File: config.mk
export PLATFORM = sky130hd
export DESIGN_NAME = fifo_status_buffer_flat
export DESIGN_NICKNAME = d
export VERILOG_FILES = /design/src/rtl/fifo_status_buffer_if.sv /design/src/rtl/fifo_status_buffer.sv /design/src/flat_wrapper.sv
export SDC_FILE = /design/constraint.sdc
export NUM_CORES = 1
export LEC_CHECK = 0
export CORE_MARGIN = 2
export CORE_UTILIZATION = 25
export CTS_BUF_LIST = sky130_fd_sc_hd__clkbuf_8
export DETAILED_ROUTE_END_ITERATION = 10
export GPL_TIMING_DRIVEN = 1
export PLACE_DENSITY = 0.49
export RECOVER_POWER = 50
export SYNTH_ARGS = -nofsm -noshare
export SYNTH_HDL_FRONTEND = slang
export SYNTH_SLANG_ARGS = --single-unit
File: constraint.sdc
create_clock -name clk -period 4.1 [get_ports clk]
set_input_delay 0.615 -clock clk [delete_from_list [all_inputs] [get_ports clk]]
set_output_delay 0.615 -clock clk [all_outputs]
set_load 0.05 [all_outputs]
File: src/rtl/fifo_status_buffer_if.sv
// Push/pop handshake and status bundle of the FIFO that feeds the flow-control FSM.
// The bench drives through the master modport; the FIFO uses the slave modport.
interface fifo_status_buffer_if #(
  parameter int unsigned DATA_W = 8,
  parameter int unsigned ADDR_W = 3
);
  logic              push;
  logic [DATA_W-1:0] data_in;
  logic              pop;
  logic [DATA_W-1:0] data_Fifo;
  logic [ADDR_W:0]   count;
  logic              empty_Fifo;
  logic              no_empty_Fifo;
  logic              full_Fifo;
  logic              almost_full;
  logic              almost_empty;
  logic              Fifo_overflow;

  modport master (
    output push, data_in, pop,
    input  data_Fifo, count, empty_Fifo, no_empty_Fifo, full_Fifo,
    input  almost_full, almost_empty, Fifo_overflow
  );

  modport slave (
    input  push, data_in, pop,
    output data_Fifo, count, empty_Fifo, no_empty_Fifo, full_Fifo,
    output almost_full, almost_empty, Fifo_overflow
  );
endinterface

File: src/rtl/fifo_status_buffer.sv
// Synchronous data FIFO with registered read word, programmable almost-full/almost-empty flags
// and overflow flag. Define FIFO_OVERFLOW_STICKY_EN for a sticky overflow flag (default: pulse).
module fifo_status_buffer #(
  parameter int unsigned DATA_W     = 8,
  parameter int unsigned ADDR_W     = 3,
  parameter int unsigned AF_DEFAULT = 6,
  parameter int unsigned AE_DEFAULT = 2
) (
  input  logic            clk,
  input  logic            reset,
  input  logic            init,
  input  logic [ADDR_W:0] umbral_af,
  input  logic [ADDR_W:0] umbral_ae,
  fifo_status_buffer_if.slave bus
);
  localparam int unsigned     DEPTH     = 2 ** ADDR_W;
  localparam logic [ADDR_W:0] DepthCnt  = (ADDR_W + 1)'(DEPTH);
  localparam logic [ADDR_W:0] AfDefault = (ADDR_W + 1)'(AF_DEFAULT);
  localparam logic [ADDR_W:0] AeDefault = (ADDR_W + 1)'(AE_DEFAULT);

  logic [DATA_W-1:0] mem_q [DEPTH];
  logic [ADDR_W-1:0] wr_ptr_q, wr_ptr_d;
  logic [ADDR_W-1:0] rd_ptr_q, rd_ptr_d;
  logic [ADDR_W:0]   count_q, count_d;
  logic [ADDR_W:0]   af_q, af_d;
  logic [ADDR_W:0]   ae_q, ae_d;
  logic [DATA_W-1:0] data_q, data_d;
  logic              ovf_q, ovf_d;
  logic              empty, full, push_acc, pop_acc, drop, mem_we;

  assign empty    = (count_q == '0);
  assign full     = (count_q == DepthCnt);
  // A full FIFO still takes a write when a read frees the same slot in this cycle.
  assign push_acc = bus.push && (!full || bus.pop);
  assign pop_acc  = bus.pop && !empty;
  assign drop     = bus.push && full && !bus.pop;

  always_comb begin
    wr_ptr_d = wr_ptr_q;
    rd_ptr_d = rd_ptr_q;
    count_d  = count_q;
    af_d     = af_q;
    ae_d     = ae_q;
    data_d   = data_q;
    ovf_d    = ovf_q;
    mem_we   = 1'b0;
    if (init) begin
      wr_ptr_d = '0;
      rd_ptr_d = '0;
      count_d  = '0;
      af_d     = umbral_af;
      ae_d     = umbral_ae;
      ovf_d    = 1'b0;
    end else begin
      if (push_acc) begin
        mem_we   = 1'b1;
        wr_ptr_d = wr_ptr_q + ADDR_W'(1);
      end
      if (pop_acc) begin
        data_d   = mem_q[rd_ptr_q];
        rd_ptr_d = rd_ptr_q + ADDR_W'(1);
      end
      if (push_acc && !pop_acc) begin
        count_d = count_q + (ADDR_W + 1)'(1);
      end else if (pop_acc && !push_acc) begin
        count_d = count_q - (ADDR_W + 1)'(1);
      end
`ifdef FIFO_OVERFLOW_STICKY_EN
      ovf_d = ovf_q | drop;
`else
      ovf_d = drop;
`endif
    end
  end

  always_ff @(posedge clk) begin
    if (reset) begin
      wr_ptr_q <= '0;
      rd_ptr_q <= '0;
      count_q  <= '0;
      af_q     <= AfDefault;
      ae_q     <= AeDefault;
      data_q   <= '0;
      ovf_q    <= 1'b0;
    end else begin
      wr_ptr_q <= wr_ptr_d;
      rd_ptr_q <= rd_ptr_d;
      count_q  <= count_d;
      af_q     <= af_d;
      ae_q     <= ae_d;
      data_q   <= data_d;
      ovf_q    <= ovf_d;
    end
  end

  // Storage is never cleared; pointers alone define valid contents.
  always_ff @(posedge clk) begin
    if (!reset && mem_we) begin
      mem_q[wr_ptr_q] <= bus.data_in;
    end
  end

  assign bus.data_Fifo     = data_q;
  assign bus.count         = count_q;
  assign bus.empty_Fifo    = empty;
  assign bus.no_empty_Fifo = !empty;
  assign bus.full_Fifo     = full;
  assign bus.almost_full   = (count_q >= af_q);
  assign bus.almost_empty  = (count_q <= ae_q);
  assign bus.Fifo_overflow = ovf_q;

endmodule

File: src/flat_wrapper.sv
// flat-port wrapper written by rule: the top's interface ports become plain ports
module fifo_status_buffer_flat 
#(
  parameter int unsigned DATA_W     = 8,
  parameter int unsigned ADDR_W     = 3,
  parameter int unsigned AF_DEFAULT = 6,
  parameter int unsigned AE_DEFAULT = 2
)
  (clk, reset, init, umbral_af, umbral_ae, bus_push, bus_data_in, bus_pop, bus_data_Fifo, bus_count, bus_empty_Fifo, bus_no_empty_Fifo, bus_full_Fifo, bus_almost_full, bus_almost_empty, bus_Fifo_overflow);
  fifo_status_buffer_if #(.DATA_W(DATA_W), .ADDR_W(ADDR_W)) bus_i ();
  input  logic clk;
  input  logic reset;
  input  logic init;
  input  logic [ADDR_W:0] umbral_af;
  input  logic [ADDR_W:0] umbral_ae;
  input wire logic [$bits(bus_i.push)-1:0] bus_push;
  input wire logic [$bits(bus_i.data_in)-1:0] bus_data_in;
  input wire logic [$bits(bus_i.pop)-1:0] bus_pop;
  output wire logic [$bits(bus_i.data_Fifo)-1:0] bus_data_Fifo;
  output wire logic [$bits(bus_i.count)-1:0] bus_count;
  output wire logic [$bits(bus_i.empty_Fifo)-1:0] bus_empty_Fifo;
  output wire logic [$bits(bus_i.no_empty_Fifo)-1:0] bus_no_empty_Fifo;
  output wire logic [$bits(bus_i.full_Fifo)-1:0] bus_full_Fifo;
  output wire logic [$bits(bus_i.almost_full)-1:0] bus_almost_full;
  output wire logic [$bits(bus_i.almost_empty)-1:0] bus_almost_empty;
  output wire logic [$bits(bus_i.Fifo_overflow)-1:0] bus_Fifo_overflow;
  assign bus_i.push = bus_push;
  assign bus_i.data_in = bus_data_in;
  assign bus_i.pop = bus_pop;
  assign bus_data_Fifo = bus_i.data_Fifo;
  assign bus_count = bus_i.count;
  assign bus_empty_Fifo = bus_i.empty_Fifo;
  assign bus_no_empty_Fifo = bus_i.no_empty_Fifo;
  assign bus_full_Fifo = bus_i.full_Fifo;
  assign bus_almost_full = bus_i.almost_full;
  assign bus_almost_empty = bus_i.almost_empty;
  assign bus_Fifo_overflow = bus_i.Fifo_overflow;
  fifo_status_buffer #(.DATA_W(DATA_W), .ADDR_W(ADDR_W), .AF_DEFAULT(AF_DEFAULT), .AE_DEFAULT(AE_DEFAULT)) u_core (.clk(clk), .reset(reset), .init(init), .umbral_af(umbral_af), .umbral_ae(umbral_ae), .bus(bus_i));
endmodule
[Yosys cells after proc, flatten, opt, wreduce, memory -nomap -nowiden]
Memories as Yosys holds them, arrays and structs flattened. A register that Yosys moved wholly into a read port is not among the register bits.
Index checks and enable logic that the tools add are counted.
Storage, ports and cells
  output and inout bits: 18
  logic and storage cells: 39
  register bits after elaboration: 19
  memory bits (writable): 64
  memories: 1
  input bits: 21
Operators by class
  equality and inequality tests: 1
  add/subtract/negate cells: 4
  $lt $le $gt $ge: 2
  bitwise operators: 1
  reduce and logical (&&, ||, !) cells: 18
  multiplexer cells: 6
Memories
  u_core.mem_q: words 8, width 8, rd ports 1, clocked after memory_dff 1, write ports 1, RTL line fifo_status_buffer.sv:21  | logic [DATA_W-1:0] mem_q [DEPTH];
Operator list (number)
  $mux W4: 2
  $logic_and A1 B1 Y1: 7
  $add A3 B1 Y3 const B: 2
  $logic_not A1 Y1: 6
  $add A4 B1 Y4 const B: 1
  $eq A4 B4 Y1 const B: 1
  $ge A4 B4 Y1: 1
  $le A4 B4 Y1: 1
  $logic_not A4 Y1: 1
  $mux W1: 4
  $sub A4 B1 Y4 const B: 1
  $reduce_and A2 Y1: 1
  $reduce_bool A2 Y1: 1
  $reduce_or A2 Y1: 1
  $logic_or A1 B1 Y1: 1
  $not A1 Y1: 1

[Logic depth before layout (Yosys ltp)]
  depth in word-level cells: 9
  depth in mapped cells: 10
  gate-level depth less buffers: 10

[Worst setup path after synthesis]
Ideal clock, no wire load.
  path kind: reg2out
  start: register u_core.count_q[1] (netlist: u_core.bus.count[1])
  end: output port bus_almost_empty
  buffers on the path: 0
  data required time: 3.485 ns
  slack: 0.872 ns
  arrival time: 2.613 ns
  cell stages (with the launch flop): 6
  path through: dfxtp_1 > ha_1 > nor2b_1 > o21a_1 > o21a_1 > o21ai_0
On the way
  word-level cells in the longest chain between the ends: 1
RTL lines
  start: declaration: RTL line fifo_status_buffer.sv:24  | logic [ADDR_W:0] count_q, count_d;
  start signal: assignment: RTL line fifo_status_buffer.sv:88  | count_q <= count_d;
  $le A4 B4 Y1: RTL line fifo_status_buffer.sv:109  | assign bus.almost_empty = (count_q <= ae_q);
  end: declaration: RTL line flat_wrapper.sv:25  | output wire logic [$bits(bus_i.almost_empty)-1:0] bus_almost_empty;
No other way between the ends.

[Worst setup path after layout]
Same ends and word-level chain as after synthesis.

==> flow_summary_export.csv <==
group,metric,value,unit
critical_path,slowest_stage,"clkdlybuf4s50_1",
cells_and_area,drive_gt1_frac,0.1518,
critical_path,r2r_cells,10,
timing,whs,0.5054,ns
yosys,synth.distinct_cells,44,
power_and_ir_drop,ir_worst_vdd,0.2247,mV
drt,viasPerCell,4.530,
clocking,cts_hold_buffers,0,
critical_path,crit_buf_inv,1,
placed_design,dpl-instance-area,4383,sq um
yosys,synth_top_area_share,0.5100,
clocking,cts_buffer_depth,2,
clocking,cts.sinks,91,
yosys,yosysTopAreaCell,"edfxtp_1",
status,status,"complete, no violations",
timing,clock_skew,0.01092,ns
global_route,grt_overflow,0,
floorplan,fp.dieW,126.8,um
global_route,grt_pass1_vias,2255,
yosys,async_flop_share,0,
clocking,cts_setup_buffers,0,
critical_path,r2r_end,"u_core.bus.count[3]$_SDFFE_PP0P_",
yosys,ys_seq_area_frac,0.6534,
yosys,syn_inst,251,
clocking,clk_latency,0.36,ns
timing,final.min_clock_period,3.277,ns
worst_hold_path,holdPathEnd,"u_core.bus.data_Fifo[1]$_SDFFE_PP0P_",
clocking,cts_buffers,9,
cells_and_area,syn2layout_area_growth,20.62,%
timing,slew_headroom,0.3470,
timing,slew_viol_final,0,
job,maxCapViolations,0,
floorplan,die_y,126.8,um
critical_path,timing.rr.start,"u_core.bus.count[3]$_SDFFE_PP0P_",
timing,setup_viol,0,
timing,max_freq,305.2,MHz
clocking,clk_pin_slew,0.09,ns
cells_and_area,postLayoutCellArea,4546,sq um
critical_path,worstSetupPathType,"register to primary output",
critical_path,cp-start-kind,"register",
floorplan,io_pins,39,
floorplan,dieArea,16070,sq um
yosys,syn-num-nets,286,
yosys,syn_area,3769,sq um
drt,drtIter0Drc,100,
timing,tightest_slew,0.9782,ns
placed_design,numPortBuffers,38,
clocking,cts_tree,"built",
placed_design,hpwl,5.372,mm
critical_path,worstPathRequired,3.48,ns
global_route,grt_max_degree,19,
drt,routed_wl,8.287,mm
cells_and_area,nets,333,
critical_path,end_kind,"primary output",
clocking,h-tree-depth,3,
critical_path,path_max_fanout,8,
timing,setup_ws,0.8232,ns
critical_path,crit_arrival,2.66,ns
placed_design,gp_congestion,0.7141,
worst_hold_path,min_from,"u_core.bus.data_Fifo[1]$_SDFFE_PP0P_",
critical_path,ff2ff_setup_slack,1.35,ns
yosys,yosysWarnings,0,
drt,wire_per_inst,17.02,um
floorplan,start_util,0.2573,
yosys,yosys.cell_count.top_type,"edfxtp_1",
critical_path,crit_family,"buffers and inverters",
global_route,grt_first_pass_wirelength,13.03,mm
clocking,post_cts_resized,0,
floorplan,coreArea,14640,sq um
global_route,antenna_found_initial,0,
placed_design,place_ws,0.9777,ns
power_and_ir_drop,power_density,422.3,nW/um^2
timing,min_period_over_period,0.7992,
yosys,yosys-top-cells-count,"edfxtp_1 (64), dfxtp_1 (27), nor2_1 (27)",
drt,antenna_left,0,
cells_and_area,diodes,0,
timing,rsz0062_at_grt,"false",
yosys,synth_seq_cells,91,
floorplan,rows,44,
timing,hold_violations,0,
yosys,ys.flop_type,"edfxtp_1",
drt,dr.pass1.iters,5,
worst_hold_path,hold_path_depth,2,
critical_path,crit_top_cell,"o21a_1",
global_route,track_usage,0.1099,
critical_path,cpPeakStageDelay,0.83,ns
drt,drc,0,
drt,vias,2206,
power_and_ir_drop,power.leakage,1.571,nW
timing,finalSetupTns,0,ns
yosys,synth_area_per_cell,15.01,sq um
clocking,root_buffer,"clkbuf_8",
worst_hold_path,min_path_type,"register to register",
yosys,synth_edf_count,64,
yosys,ys_top_cells_by_area,"edfxtp_1 (51%), dfxtp_1 (14%), mux4_2 (9.6%)",
critical_path,critical_path.cell_chain,"ha_1 -> nor2b_1 -> o21a_1 -> o21a_1 -> o21ai_0 -> clkdlybuf4s50_1",
## state kept, by name, indices dropped and copies added (netlist names)
signal                    cells
u_core.bus.count              4
u_core.bus.data_Fifo          8
u_core.wr_ptr_q               3
u_core.mem_q                 64
u_core.bus.Fifo_overflow      1
u_core.ae_q                   4
u_core.af_q                   4
u_core.rd_ptr_q               3
## routing by layer
metal	wire length, um	share of wire	track usage	vias up
li1	-	-	-	1040
met2	3819	0.46	0.1730	65
met1	3796	0.46	0.1459	1088
met5	0	0	0	-
met3	553	0.067	0.03458	13
met4	118	0.014	0.03361	0
## power by group
| group | switching, W | internal [W] | total [W] | leakage (nW) |
|---|---|---|---|---|
| clock | 0.000307 | 0.000231 | 0.000538 | 0.0924 |
| combinational | 0.000218 | 0.000137 | 0.000355 | 0.681 |
| sequential | 0.0000216 | 0.00100 | 0.00103 | 0.797 |
| total | 0.000546 | 0.00137 | 0.00192 | 1.57 |
## kinds of logic after synthesis
kind of cell | share of synthesized area
fa+ha+maj | 0.04847
compound gates | 0.05910
mux | 0.1116
flops | 0.6534
buf+inv | 0.02988
simple gates | 0.08367
xor+xnor | 0.01395
## placed cells by master, fill, tap and decap left out, types with 9 or more instances in the layout
master / synthesis / layout
dlygate4sd3_1: 0 / 9
clkdlybuf4s50_1: 0 / 29
inv_1: 12 / 14
edfxtp_1: 64 / 64
dfxtp_1: 27 / 27
ha_1: 13 / 13
clkbuf_8: 0 / 10
nor2_1: 27 / 27
mux4_2: 16 / 16
nand2_1: 9 / 9
## worst max-delay path by stage
stage	start	to	slack [ns]	cells past startpoint
2_1_floorplan	u_core.bus.count[1]$_SDFFE_PP0P_	bus_almost_empty	0.87	5
3_3_place_gp	reset	u_core.mem_q[0][3]$_DFFE_PP_	1.01	4
3_5_place_dp	reset	u_core.mem_q[0][2]$_DFFE_PP_	0.98	4
4_1_cts	u_core.bus.count[1]$_SDFFE_PP0P_	bus_almost_empty	0.77	6
5_1_grt	u_core.bus.count[0]$_SDFFE_PP0P_	bus_almost_full	0.66	7
6_report	u_core.bus.count[1]$_SDFFE_PP0P_	bus_almost_empty	0.82	6
## layout make-up
class	count	area [sq um]
inverters	13	48.80
well taps	184	230.2
flip-flops and latches	91	2462
multi-input cells	136	1189
clock inverters	6	33.78
clock buffers	10	137.6
fillers	1466	10100
repair buffers	47	444.2
## worst min-delay path: cells and delay by family (launching register included)
family             cells  cell delay, ns
DFF                    1            0.33
and+or+nand+nor        1            0.07
AOI/OAI and AO/OA      1            0.07
## per-stage QoR
| step | util | cells | total power (W) |
|---|---|---|---|
| 2_1_floorplan | - | 251 | 0.001295 |
| 3_3_place_gp | 0.2993 | 471 | 0.001402 |
| 3_5_place_dp | 0.2993 | 471 | 0.001409 |
| 4_1_cts | 0.3110 | 487 | 0.001951 |
| 5_1_grt | 0.3104 | 487 | 0.002016 |
| 6_report | 0.3104 | 487 | 0.001920 |
Note: power is estimated with default switching activity, not from simulation.
